--- src/rtl/score_keeper.sv ---
`default_nettype none
// ============================================================================
// Module   : score_keeper
// Purpose  : Pong-style score keeper with hit debounce holdoff, saturating
//            score, high-score tracking and a registered display value.
// Revision : 1.0
// ============================================================================
module score_keeper #(
    parameter int HOLDOFF_CYCLES = 16,
    parameter int MAX_SCORE      = 255
) (
    input  logic       clk,
    input  logic       rst,
    input  logic       start,
    input  logic       hit,
    input  logic       miss,
    input  logic       show_high,
    output logic [9:0] Score_Counter,
    output logic [7:0] high_score,
    output logic       playing,
    output logic       game_over
);

    typedef enum logic [1:0] {
        IDLE = 2'd0,
        PLAY = 2'd1,
        OVER = 2'd2
    } state_t;

    localparam logic [7:0]  c_MAX_SCORE = 8'(MAX_SCORE);
    localparam logic [15:0] c_HOLDOFF   = 16'(HOLDOFF_CYCLES);

    state_t      state_q;
    logic [7:0]  score_q;
    logic [7:0]  score_d;
    logic [7:0]  high_q;
    logic [15:0] holdoff_q;
    logic        hit_q;
    logic [9:0]  disp_q;
    logic        rise;

    assign rise    = hit & ~hit_q;
    assign score_d = (score_q >= c_MAX_SCORE) ? score_q : score_q + 8'd1;

    always_ff @(posedge clk) begin
        if (!rst) begin
            state_q   <= IDLE;
            score_q   <= 8'd0;
            high_q    <= 8'd0;
            holdoff_q <= 16'd0;
            hit_q     <= 1'b0;
            disp_q    <= 10'd0;
        end else begin
            hit_q <= hit;
            // Holdoff runs down in every state; later assignments below override it.
            if (holdoff_q != 16'd0) begin
                holdoff_q <= holdoff_q - 16'd1;
            end
            case (state_q)
                IDLE, OVER: begin
                    if (start) begin
                        state_q   <= PLAY;
                        score_q   <= 8'd0;
                        holdoff_q <= 16'd0;
                    end
                end
                PLAY: begin
                    // Miss has priority over a coincident hit.
                    if (miss) begin
                        state_q <= OVER;
                        if (score_q > high_q) begin
                            high_q <= score_q;
                        end
                    end else if (rise && (holdoff_q == 16'd0)) begin
                        score_q   <= score_d;
                        holdoff_q <= c_HOLDOFF;
                    end
                end
                default: begin
                    state_q <= IDLE;
                end
            endcase
            disp_q <= {2'b00, (show_high ? high_q : score_q)};
        end
    end

    assign Score_Counter = disp_q;
    assign high_score    = high_q;
    assign playing       = (state_q == PLAY);
    assign game_over     = (state_q == OVER);

endmodule
`default_nettype wire

--- config.mk ---
export PLATFORM = sky130hd
export DESIGN_NAME = score_keeper
export DESIGN_NICKNAME = d
export VERILOG_FILES = /design/src/rtl/score_keeper.sv
export SDC_FILE = /design/constraint.sdc
export NUM_CORES = 1
export LEC_CHECK = 0
export ABC_AREA = 1
export CAP_MARGIN = 40
export CELL_PAD_IN_SITES_DETAIL_PLACEMENT = 0
export CELL_PAD_IN_SITES_GLOBAL_PLACEMENT = 1
export CORE_MARGIN = 2
export CORE_UTILIZATION = 40
export DETAILED_ROUTE_END_ITERATION = 12
export PLACE_DENSITY_LB_ADDON = 0.15
export REMOVE_ABC_BUFFERS = 1
export SETUP_SLACK_MARGIN = 0.15
export SLEW_MARGIN = 20
export SYNTH_ARGS = -nofsm -noshare
export SYNTH_HDL_FRONTEND = slang
export SYNTH_SLANG_ARGS = --single-unit
--- constraint.sdc ---
create_clock -name clk -period 2.4 [get_ports clk]
set_clock_uncertainty 0.15 [all_clocks]
set_input_delay 0.48 -clock clk [delete_from_list [all_inputs] [get_ports clk]]
set_output_delay 0.48 -clock clk [all_outputs]
set_load 0.1 [all_outputs]
# After elaboration in Yosys (flattened, before gate mapping)
# Index checks and enable logic that the tools add are counted.
# Widths: inputs -> output; s select.
[totals]
regBits = 45
output_inout_bits = 20
inputBits = 6
wordCells = 43
[classes]
n_eq_ne = 7
n_lt_le_gt_ge = 2
mux = 14
n_addsub = 2
reduce_logical = 9
n_bitwise = 2
[ops]
columns = ["op", "n"]
rows = [
  ["$mux 16", 4],
  ["$mux 8", 5],
  ["$pmux 16 s2", 1],
  ["$logic_not 16->1", 1],
  ["$pmux 8 s2", 1],
  ["$reduce_bool 16->1", 1],
  ["$sub 16x1->16 const B", 1],
  ["$add 8x1->8 const B", 1],
  ["$ge 8x8->1 const B", 1],
  ["$gt 8x8->1", 1],
  ["$ne 2x2->1 const B", 4],
  ["$reduce_and 5->1", 1],
  ["$mux 2", 2],
  ["$pmux 2 s2", 1],
  ["$reduce_and 3->1", 1],
  ["$eq 2x1->1 const B", 1],
  ["$eq 2x2->1 const B", 1],
  ["$logic_not 2->1", 1],
  ["$ne 2x1->1 const B", 1],
  ["$reduce_and 2->1", 1],
  ["$reduce_bool 2->1", 1],
  ["$reduce_or 2->1", 1],
  ["$and 1x1->1", 1],
  ["$logic_and 1x1->1", 1],
  ["$not 1->1", 1],
]

# Logic depth before layout (Yosys ltp)
[logic_depth]
ltp_word = 6
depth_mapped = 11
depth_no_buf = 10

# Worst setup path before layout
# No wires, ideal clock.
[synth_timing]
kind = "register to register"
from = "register high_q[7] (netlist: high_score[7])"
to = "register high_q[5] (netlist: high_score[5])"
stages_incl_launch_ff = 11
setup_time_ns = 0.119
slack_ns = -0.111
arrival_ns = 2.242
period_less_slack_ns = 2.511
path_buffers = 1
cell_sequence = "dfxtp_1 -> inv_1 -> ha_1 -> nand2_1 -> nor2_1 -> nand2_1 -> nand3_1 -> buf_4 -> nand3_1 -> nand2_1 -> nor2_1"
[synth_between]
elab_chain_cells = 2
[synth_lines]
columns = ["element", "line", "rtl"]
rows = [
  ["start, declared", "36", "logic [7:0] high_q;"],
  ["start signal, assigned", "72", "high_q <= score_q;"],
  ["$gt 8x8->1", "71", "if (score_q > high_q) begin"],
  ["$reduce_and 3->1 (no source line)", "n/a", ""],
]
# Every way passes these cells.
# A chain may end at the register's enable or synchronous reset.

# Worst setup path in the final report
[layout_timing]
from = "register score_q[1]"
to = "register score_q[7]"
[layout_between]
elab_chain_cells = 5
[layout_lines]
columns = ["element", "line", "rtl"]
rows = [
  ["start, declared", "34", "logic [7:0] score_q;"],
  ["start signal, assigned", "75", "score_q <= score_d;"],
  ["$add 8x1->8", "43", "assign score_d = (score_q >= c_MAX_SCORE) ? score_q : score_q + 8'd1;"],
  ["$mux 8", "43", ""],
  ["$mux 8", "74", "end else if (rise && (holdoff_q == 16'd0)) begin"],
  ["$mux 8", "69", "if (miss) begin"],
  ["$pmux 8 s2", "59", "case (state_q)"],
]
# Several ways; a longest one is shown, not always the timed one. The select of a mux whose other input is x is not followed.

==> impl_results.md <==
- Crit path to: score_q[7]
- Minimum clock period: about 2000 ps
- # setup viols final: 0
- Total Wirelength: 5570 um
- Status: finished clean
- Largest area contributor in the netlist: dfxtp_1
- Reg-to-reg slack, setup: 400 ps
- Sink Count: 43
- Post-Syn Instances: 354
- RD Place Congestion: between 0.8 and 0.9
- Slew HR: between 60 and 70%
- Worst-Margin Slew: roughly 560 ps
- Sequential share of the synthesized area: 36.1%
- Crit path max fanout: 7
- Fillers: 605
- Clk slew on worst S/H paths: approximately 80 ps
- RSZ-0062 raised after global routing: no
- Tightest Hold Check Type: reg2reg
- Min-delay src: high_score[7]
- MaxCap Viol Count: 0
- Cts hold-fix bufs: 0
- Pwr dens: 1130 nW/um^2
- WHS: between 300 and 400 ps
- Sw Pwr: between 1.5 and 2 mW
- Num CTS Buffers: 5
- IR drop worst, VDD: 523 uV
- Pin count of the biggest net entering global routing: 18
- Clock latency on the worst-skew pair: ~300 ps
- DRT iter0 DRCs: 148
- Post-Syn Area: about 2400 um^2
- Combinational cell fraction of total power: about 54%
- Top post-synthesis cells by area: dfxtp_1 (36%), nor2_1 (11%), nand2_1 (11%)
- DR vias: between 2000 and 2500
- Cell Chain, Critical Path: ha_1 -> nand2_1 -> nor2_1 -> nand3_1 -> nand3_1 -> nand2_1 -> a21oi_1
- Die X: approximately 81 um
- Leakage: 1.23 nW
- Post-synthesis register bit count: 43
- Die ar.: 6600 um^2
- Vias per cell: 4.81
- Reg2Reg Depth: 7
- Final hold vios: 0
- DR pass1 iterations: 5
- H-tree depth: 2
- Clock power frac: between 10% and 20%
- Initial antenna violation count: 0
- Top cell type's share of synthesized area: 36.1%
- Sw Share: about 48%
- Post-route DRC: 0
- CTS tree: yes
- Grt ovf: 0
- First-pass GRT wire length: slightly above 9000 um
- Seq pwr share: roughly 30%
- CP endpoint kind: flip-flop
- Yosys warnings: 0
- Syn Area/Cell: about 6.7 um^2
- Internal power: between 1.5 and 2 mW
- Setup TNS: 0 ps
- Root Buffer: clkbuf_8
- Reg-to-reg endpoint: score_q[7]
- Fin. max-slew vios: 0
- Critical path's slowest cell: dfxtp_1
- Synth-to-layout area growth: 16.6%
- Clock buffer depth: 2
- Startpoint types: flip-flop
- Die height: 81.2 um
- DP Wirelength: 4220 um
- Antenna diodes: 0
- Crit path required time: approximately 2500 ps
- Kind of critical path: reg2reg
- Critical Path Max Stage Delay: about 490 ps
- I/O Pins: 26
- PostCTS Resize Cnt: 0
- CP Data Arrival Time: roughly 2100 ps
- Initial Util: between 40% and 50%
- Layout Nets: 400
- Site row count: 28
- Core ar.: 5850 um^2
- Multi-input gate area: between 1000 and 1500 um^2
- Layout cells sized above 1: between 10% and 20%
- Number of buffers added on ports: 23
- Drt wl/cell: 12.1 um
- Register Area: 861 um^2
- Post-CTS Setup Bufs: 0
- FF-to-FF Start: score_q[1]
- Post-synthesis cell type count: 28
- Gr usage total: between 10% and 20%
- F_max: 0.500 GHz
- CP startpoint: score_q[1]
- ANT nets after route: 0
- Vias in the first global route: approximately 2000
- Fraction of the cycle the final worst path needs: roughly 83%
- Hold-critical path depth: 2
[routing by layer]
metal	track usage, %	up-vias	share of wire, %
met3	2.67	7	3.0
met5	0	-	0
met2	25.5	36	39
met4	7.12	0	1.6
met1	28.4	964	57
li1	-	1199	-
[layout make-up]
class / count / area share (%)
Clock buffer: 8 / 3.60
Timing Repair Buffer: 31 / 9.27
Inverter: 37 / 5.09
Multi-Input combinational cell: 265 / 47.7
Tap cell: 75 / 3.38
Sequential cell: 43 / 31.0
[Yosys cell counts]
| cell | count |
|---|---|
| nand2_1 | 69 |
| a21oi_1 | 33 |
| dfxtp_1 | 43 |
| inv_1 | 35 |
| clkbuf_1 | 5 |
| nor3_1 | 4 |
| buf_4 | 4 |
| nor2_2 | 1 |
| or2_2 | 4 |
| nand4_1 | 7 |
| buf_6 | 1 |
| conb_1 | 1 |
| o21bai_1 | 1 |
| a21boi_4 | 1 |
| inv_2 | 1 |
| o21ai_0 | 10 |
| nand2_2 | 1 |
| o2111ai_1 | 1 |
| nor2_1 | 70 |
| nor2_8 | 1 |
| xor2_1 | 5 |
| o21a_1 | 1 |
| nand3_1 | 37 |
| nand3b_1 | 4 |
| nor3_2 | 1 |
| nor2_4 | 1 |
| ha_1 | 11 |
| inv_4 | 1 |
[worst min path at each step]
stage	slack, ps	to
global route	380	Score_Counter[5]
global placement	340	high_score[2]
CTS	360	Score_Counter[7]
floorplan	350	score_q[7]
finish	350	Score_Counter[7]
detailed placement	340	Score_Counter[7]
[logic make-up after synthesis]
family | count (synthesis) | synth area share (%)
xor+xnor | 5 | 1.84
simple gates | 200 | 36.9
flops | 43 | 36.1
compound gates | 47 | 10.8
other cells | 1 | 0.157
fa+ha+maj | 11 | 5.77
buf+inv | 47 | 8.45
[sequential cells by signal (all words and copies together), names as in the netlist]
register	flops
score_q	8
high_score	8
holdoff_q	16
Score_Counter	8
hit_q	1
state_q	2
[layout by cell type, fill, tap and decap left out]
master           Yosys  final
buf_4                4     25
nor2_2               1      1
inv_2                1      1
nand3b_1             4      4
o21ai_0             10     10
o21bai_1             1      1
ha_1                11     11
inv_4                1      1
o21a_1               1      1
o2111ai_1            1      1
clkbuf_8             0      7
conb_1               1      2
nand4_1              7      7
nor2_1              70     70
nor3_1               4      4
nand3_1             37     37
inv_1               35     35
a21boi_4             1      1
clkbuf_1             5      1
nor3_2               1      1
xor2_1               5      5
or2_2                4      4
clkdlybuf4s50_1      0      5
dfxtp_1             43     43
nand2_1             69     69
nor2_4               1      1
a21oi_1             33     33
nor2_8               1      1
nand2_2              1      1
buf_12               0      1
[through the flow]
| stage | instance area (um^2) | std cells | utilization (%) | worst slack [ps] | total power [mW] |
|---|---|---|---|---|---|
| floorplan | 2330 | 345 | - | -133 | 2.27 |
| global placement | 2680 | 451 | 45.8 | 216 | 2.66 |
| detailed placement | 2680 | 451 | 45.8 | 164 | 2.64 |
| CTS | 2780 | 459 | 47.5 | 428 | 3.17 |
| global route | 2780 | 459 | 47.5 | 233 | 3.44 |
| finish | 2780 | 459 | 47.5 | 401 | 3.16 |
[power groups by stage]
stage	Clock (mW)	Combinational (mW)	Sequential (mW)
2_1_floorplan	0	1.18	1.09
3_3_place_gp	0	1.70	0.954
3_5_place_dp	0	1.69	0.951
4_1_cts	0.527	1.70	0.937
5_1_grt	0.551	1.94	0.956
6_report	0.513	1.70	0.938
[critical path: cells and delay by family (launching register included)]
kind	cells	cell delay, ps
simple gates	5	870
flops	1	490
fa+ha+maj	1	230
compound gates	1	180
Power figures use the tool's default switching activity.
